**config.mk**
```make
export PLATFORM = sky130hd
export DESIGN_NAME = hazard_ctrl
export DESIGN_NICKNAME = d
export VERILOG_FILES = /design/src/rtl/hazard_ctrl.sv
export SDC_FILE = /design/constraint.sdc
export NUM_CORES = 1
export LEC_CHECK = 0
export ABC_AREA = 1
export CORE_AREA = 2 2 104 106
export DETAILED_ROUTE_END_ITERATION = 7
export DIE_AREA = 0 0 106 108
export GPL_ROUTABILITY_DRIVEN = 0
export PLACE_DENSITY_LB_ADDON = 0.15
export SYNTH_ARGS = -nofsm -noshare
export SYNTH_HDL_FRONTEND = slang
export SYNTH_SLANG_ARGS = --single-unit
```
**constraint.sdc**
```tcl
create_clock -name clk -period 2.5 [get_ports clk]
set_clock_uncertainty 0.2 [all_clocks]
set_input_delay 0.5 -clock clk [delete_from_list [all_inputs] [get_ports clk]]
set_output_delay 0.5 -clock clk [all_outputs]
set_load 0.02 [all_outputs]
```
**src/rtl/hazard_ctrl.sv**
```systemverilog
// hazard_ctrl: pipeline stall/clear/forwarding control and data-memory access sequencing
module hazard_ctrl #(
  parameter int CNT_WIDTH = 32
) (
  input  logic                 clk,
  input  logic                 rst_n,
  input  logic [4:0]           rs1_raddr_id_i,
  input  logic [4:0]           rs2_raddr_id_i,
  input  logic                 rs1_used_id_i,
  input  logic                 rs2_used_id_i,
  input  logic                 jalr_id_i,
  input  logic                 jump_decision_id_i,
  input  logic [4:0]           rs1_raddr_ex_i,
  input  logic [4:0]           rs2_raddr_ex_i,
  input  logic                 rs1_used_ex_i,
  input  logic                 rs2_used_ex_i,
  input  logic [4:0]           regfile_waddr_ex_i,
  input  logic                 regfile_we_ex_i,
  input  logic                 mem_req_ex_i,
  input  logic                 mem_we_ex_i,
  input  logic                 branch_taken_ex_i,
  input  logic [4:0]           regfile_waddr_mem_i,
  input  logic                 regfile_we_mem_i,
  input  logic                 mem_req_mem_i,
  input  logic                 mem_we_mem_i,
  input  logic                 dmem_gnt_i,
  input  logic                 dmem_rvalid_i,
  input  logic [4:0]           regfile_waddr_wb_i,
  input  logic                 regfile_we_wb_i,
  output logic                 stall_if_o,
  output logic                 stall_id_o,
  output logic                 stall_ex_o,
  output logic                 stall_mem_o,
  output logic                 clear_id_o,
  output logic                 clear_ex_o,
  output logic                 clear_wb_o,
  output logic [1:0]           fwd_rs1_ex_o,
  output logic [1:0]           fwd_rs2_ex_o,
  output logic [CNT_WIDTH-1:0] stall_cnt_o,
  output logic [CNT_WIDTH-1:0] flush_cnt_o
);
  typedef enum logic [1:0] {M_IDLE, M_REQ, M_RESP} mstate_e;
  mstate_e state_q, state_d;
  logic [CNT_WIDTH-1:0] stall_cnt_q, stall_cnt_d, flush_cnt_q, flush_cnt_d;
  logic mem_busy, lu_haz, jalr_haz, hold, flush;
  function automatic logic match(input logic [4:0] a, input logic [4:0] b,
                                 input logic we, input logic used);
    return (a == b) && (a != 5'd0) && we && used;
  endfunction
  // next memory-access state: loads wait for rvalid, stores finish on grant
  always_comb begin
    state_d = state_q;
    case (state_q)
      M_IDLE: if (mem_req_mem_i) state_d = dmem_gnt_i ? (mem_we_mem_i ? M_IDLE : M_RESP) : M_REQ;
      M_REQ:  if (dmem_gnt_i) state_d = mem_we_mem_i ? M_IDLE : M_RESP;
      M_RESP: if (dmem_rvalid_i) state_d = M_IDLE;
      default: state_d = M_IDLE;
    endcase
  end
  // hazard detection and prioritised stall/clear generation; reset forces bubbles everywhere
  always_comb begin
    mem_busy = ((state_q == M_IDLE) && mem_req_mem_i && !(dmem_gnt_i && mem_we_mem_i)) ||
               ((state_q == M_REQ) && !(dmem_gnt_i && mem_we_mem_i)) ||
               ((state_q == M_RESP) && !dmem_rvalid_i);
    lu_haz   = mem_req_ex_i && !mem_we_ex_i &&
               (match(regfile_waddr_ex_i, rs1_raddr_id_i, regfile_we_ex_i, rs1_used_id_i) ||
                match(regfile_waddr_ex_i, rs2_raddr_id_i, regfile_we_ex_i, rs2_used_id_i));
    jalr_haz = jalr_id_i &&
               (match(regfile_waddr_ex_i, rs1_raddr_id_i, regfile_we_ex_i, rs1_used_id_i) ||
                match(regfile_waddr_mem_i, rs1_raddr_id_i, regfile_we_mem_i, rs1_used_id_i));
    flush    = !mem_busy && branch_taken_ex_i;
    hold     = !mem_busy && !branch_taken_ex_i && (lu_haz || jalr_haz);
    stall_if_o  = rst_n && (mem_busy || hold);
    stall_id_o  = rst_n && (mem_busy || hold);
    stall_ex_o  = rst_n && mem_busy;
    stall_mem_o = rst_n && mem_busy;
    clear_id_o  = !rst_n || flush ||
                  (!mem_busy && !branch_taken_ex_i && !lu_haz && !jalr_haz && jump_decision_id_i);
    clear_ex_o  = !rst_n || flush || hold;
    clear_wb_o  = !rst_n || mem_busy;
    fwd_rs1_ex_o = !rst_n ? 2'b00 :
                   match(regfile_waddr_mem_i, rs1_raddr_ex_i, regfile_we_mem_i, rs1_used_ex_i) ? 2'b01 :
                   match(regfile_waddr_wb_i, rs1_raddr_ex_i, regfile_we_wb_i, rs1_used_ex_i) ? 2'b10 : 2'b00;
    fwd_rs2_ex_o = !rst_n ? 2'b00 :
                   match(regfile_waddr_mem_i, rs2_raddr_ex_i, regfile_we_mem_i, rs2_used_ex_i) ? 2'b01 :
                   match(regfile_waddr_wb_i, rs2_raddr_ex_i, regfile_we_wb_i, rs2_used_ex_i) ? 2'b10 : 2'b00;
  end
  // saturating performance counters
  always_comb begin
    stall_cnt_d = (stall_if_o && !(&stall_cnt_q)) ? stall_cnt_q + 1'b1 : stall_cnt_q;
    flush_cnt_d = (clear_id_o && rst_n && !(&flush_cnt_q)) ? flush_cnt_q + 1'b1 : flush_cnt_q;
  end
  // state and counter registers
  always_ff @(posedge clk or negedge rst_n) begin
    if (!rst_n) begin
      state_q     <= M_IDLE;
      stall_cnt_q <= '0;
      flush_cnt_q <= '0;
    end else begin
      state_q     <= state_d;
      stall_cnt_q <= stall_cnt_d;
      flush_cnt_q <= flush_cnt_d;
    end
  end
  assign stall_cnt_o = stall_cnt_q;
  assign flush_cnt_o = flush_cnt_q;
endmodule

```
==> results of run 1 <==
[metal layers]
layer  part of all wire [%]  up-vias  global-route usage (%)
li1                       -     2809                       -
met1                     40     2735                    32.4
met2                     50      218                    49.1
met3                    5.2       51                    4.40
met4                    3.9        0                    12.9
met5                      0        -                       0
[through the flow]
stage	hold slack [ns]	setup TNS, ns	total power (W)	cells	instance area, µm²
after floorplan	0.00441	0	0.00164	780	5140
after global placement	0.251	-26.55	0.00201	1058	6750
after detailed placement	0.261	-31.68	0.00203	1058	6750
after CTS	0.260	-0.0147	0.00307	1076	7040
after global routing	0.273	-0.0287	0.00322	1077	7050
final	0.243	0	0.00306	1077	7050
[cells in the final DEF, fill, tap and decap left out, drive strengths merged, types with 25 or more instances in the layout]
master and count:
clkdlybuf4s50 72, nand2 301, nor3 25, dfrtp 66, inv 79, clkbuf 25, xor2 29, nand3 62
nand4 50, nor2 77, xnor2 31, buf 56
[logic make-up (layout without fill, tap and decap cells)]
kind of cell | count (synthesis) | in the layout
adders and majority gates | 2 | 2
and+or+nand+nor | 528 | 528
AOI/OAI and AO/OA | 20 | 20
DFF | 66 | 66
buffers and inverters | 104 | 265
xor gates and xnor gates | 60 | 60
[registers in the layout (all words and copies together), names as in the netlist]
name / cells
flush_cnt_o: 32
stall_cnt_o: 32
state_q: 2
[final timing paths]
check / startpoint / endpoint / cells past startpoint
worst max-delay path: rs2_raddr_ex_i[0] / fwd_rs2_ex_o[1] / 7
worst min-delay path: rst_n / flush_cnt_o[21] / 2
worst max register to register: state_q[1] / stall_cnt_o[25] / 14
worst min register to register: state_q[1] / state_q[0] / 1
max in group asynchronous: rst_n / stall_cnt_o[27] / 2
min in group clk: state_q[1] / state_q[0] / 1
[report_power, final]
group | switching, W | internal (W)
Combinational | 0.000432 | 0.000356
Clock | 0.000465 | 0.000571
Sequential | 0.000107 | 0.00113
Total | 0.00100 | 0.00206
[area by class of cell]
class | instances | share of cell area (%)
clock buffer | 9 | 1.76
clock inverter | 7 | 1.42
inverter | 78 | 4.17
multi-input combinational | 610 | 45.1
sequential | 66 | 23.4
tap | 136 | 2.41
timing repair buffer | 171 | 21.7
[Yosys cell counts (4+ instances only)]
cell type and n:
sky130_fd_sc_hd__buf_6 7, sky130_fd_sc_hd__buf_2 8, sky130_fd_sc_hd__a21oi_1 7, sky130_fd_sc_hd__o21ai_0 4, sky130_fd_sc_hd__xnor2_1 31, sky130_fd_sc_hd__nand3_1 59
sky130_fd_sc_hd__nand2_1 294, sky130_fd_sc_hd__nand2_2 7, sky130_fd_sc_hd__xor2_1 29, sky130_fd_sc_hd__nor2_1 73, sky130_fd_sc_hd__nor4_1 4, sky130_fd_sc_hd__nor3_1 25
sky130_fd_sc_hd__buf_4 5, sky130_fd_sc_hd__dfrtp_1 66, sky130_fd_sc_hd__inv_1 72, sky130_fd_sc_hd__nand3b_1 4, sky130_fd_sc_hd__clkbuf_1 6, sky130_fd_sc_hd__inv_2 5
sky130_fd_sc_hd__nand4_1 48
[repair_timing]
item | CTS | global route
hold buffers | 0 | 0
setup endpoints to repair | 42 | 40
resized for setup | 130 | 52
pin swaps | 25 | 27
endpoints found under the hold margin | 0 | 0
buffers inserted | 2 | 1
[worst max-delay path, cell delays in order]
cell                            delay [ns]
sky130_fd_sc_hd__dlygate4sd2_1        0.29
sky130_fd_sc_hd__xnor2_2              0.21
sky130_fd_sc_hd__nand3_2              0.12
sky130_fd_sc_hd__a221oi_4             0.21
sky130_fd_sc_hd__nand4_1              0.16
sky130_fd_sc_hd__nor2_1               0.13
sky130_fd_sc_hd__buf_4                0.15
==> key figures, run 1 <==
Run status
  – Result of the run: finished, final reports clean

CTS
  – TritonCTS buffer count: 9
  – Clock root buffer: sky130_fd_sc_hd__clkbuf_8
  – Clock latency on the worst-skew pair: 0.35 ns
  – Sinks on Clock Net: 66
  – Buffers from clock root to sink, at most: 2
  – Clock-pin slew reported for the worst setup and hold paths after clock tree synthesis: 0.08 ns
  – Clock tree from TritonCTS: built
  – H-tree depth: 3

Synthesis
  – Synthesized flop and latch total: 66
  – Gate count after technology mapping: 780
  – Share of the synthesized area in compound gates (AO/OA/AOI/OAI): roughly 2.6%
  – Synthesized-area fraction occupied by xor and xnor cells: 10.2%
  – Main combinational cell family by area after synthesis: simple AND/OR/NAND/NOR gates
  – Top FF cell, synth: sky130_fd_sc_hd__dfrtp_1
  – Ys async rst share: 100%
  – Share of the yosys chip area belonging to registers: between 30% and 40%
  – Cell variety after synth: 37
  – Area contributors post-synth: sky130_fd_sc_hd__dfrtp_1 (32%), sky130_fd_sc_hd__nand2_1 (21%), sky130_fd_sc_hd__nand4_1 (5.8%), sky130_fd_sc_hd__nand3_1 (5.7%), sky130_fd_sc_hd__nor2_1 (5.3%)
  – Adder-cell share of the synthesized area: less than 1%
  – Share of the synthesized area in the top cell type: 32.1%
  – Count of flip-flops with a built-in enable after synthesis: 0
  – Simple-gate portion of the synthesized area: 45.4%
  – Yosys warnings: 0
  – Multiplexer share of the synthesized area: 0%
  – Cell area after synthesis: roughly 5100 µm²
  – Post-Synthesis Mean Instance Area: 6.59 µm²
  – Post-synth top area cell: sky130_fd_sc_hd__dfrtp_1
  – Post-Syn Nets: 835

Layout
  – Number of fill cells in the layout: around 900
  – Fraction of layout instances using a drive strength above 1: around 16%
  – Area used by sequential logic in the layout: around 1700 µm²
  – Antenna Cells: 0
  – Area growth syn-to-layout: 37.1%
  – Post-layout nets: between 900 and 1000
  – Final Core Density: 68.9%
  – Multi-input logic area: around 3200 µm²

GRT
  – Antenna violations before repair: 0
  – Vias in the first global route: 5692
  – Total overflow reported by the global router: 0
  – GRT Overall Usage: between 20 and 30%
  – Maximum number of pins on one net before global-route repair: 67
  – Wire length of the first global-routing pass: 25500 µm

Setup path
  – Endpoint type of the worst setup path: output pin
  – Data arrival time at the worst-slack endpoint: between 1.5 and 2 ns
  – Worst Setup Path Type: primary input to output pin
  – Worst reg-to-reg setup slack: ~0.27 ns
  – Biggest fanout along the worst timing path: 3
  – Critical Path Start Type: primary input
  – Req. time, crit path: between 1.5 and 2 ns

STA
  – Final Max Slew Viols: 0
  – Final setup violation count: 0
  – Tmin final: ~2.5 ns
  – Hold violation total from the final report: 0
  – Relative max-transition margin: around 45%
  – Worst Setup Slack, final: ~0.041 ns
  – Transition time of the tightest slew-check pin: 0.826 ns
  – Fin crit share: 98.3%
  – Maximum achievable frequency: about 410 MHz

Job
  – Count of maximum capacitance violations: 0

Drt
  – Detailed-route wire length: between 15000 and 20000 µm
  – # DRC: 0
  – Detail Route Antenna Nets: 0
  – WL per Instance: ~14 µm
  – Count of vias placed by the detailed router: slightly below 6000
  – Avg Vias per Cell: 5.40
  – Number of DRC violations after detailed-routing iteration 0: between 200 and 300
  – Number of detailed-route iterations in the first pass: 5

Min path
  – Type of the tightest min-delay check: primary input to asynchronous set/reset pin

Placed design
  – DPL Wire Length: 11600 µm
  – Minimum setup slack after placement: -0.730 ns
  – Port-buffer cells: 127

Floorplan
  – Chip Height: ~110 µm
  – Overall die width: roughly 110 µm
  – Core ar.: just over 10000 µm²
  – Total die area: ~11000 µm²
  – Count of pins on the block boundary: 128
  – Number of standard-cell rows in the floorplan: 37
  – Starting utilization of the core area: 50.3%

Pwr
  – Areal power density over the cells: 434 nW/µm²
  – Maximum vdd drop: about 0.43 mV
  – Static leakage power: 3.52 nW
Note: power is estimated with default switching activity, not from simulation.
==> run 2, diff against run 1 <==
--- a/config.mk
+++ b/config.mk
@@ -11,6 +11,7 @@
 export DIE_AREA = 0 0 106 108
 export GPL_ROUTABILITY_DRIVEN = 0
 export PLACE_DENSITY_LB_ADDON = 0.15
+export SLEW_MARGIN = 30
 export SYNTH_ARGS = -nofsm -noshare
 export SYNTH_HDL_FRONTEND = slang
 export SYNTH_SLANG_ARGS = --single-unit
==> results of run 2 <==
Final layout, timing and power as in run 1 (identical DEF).
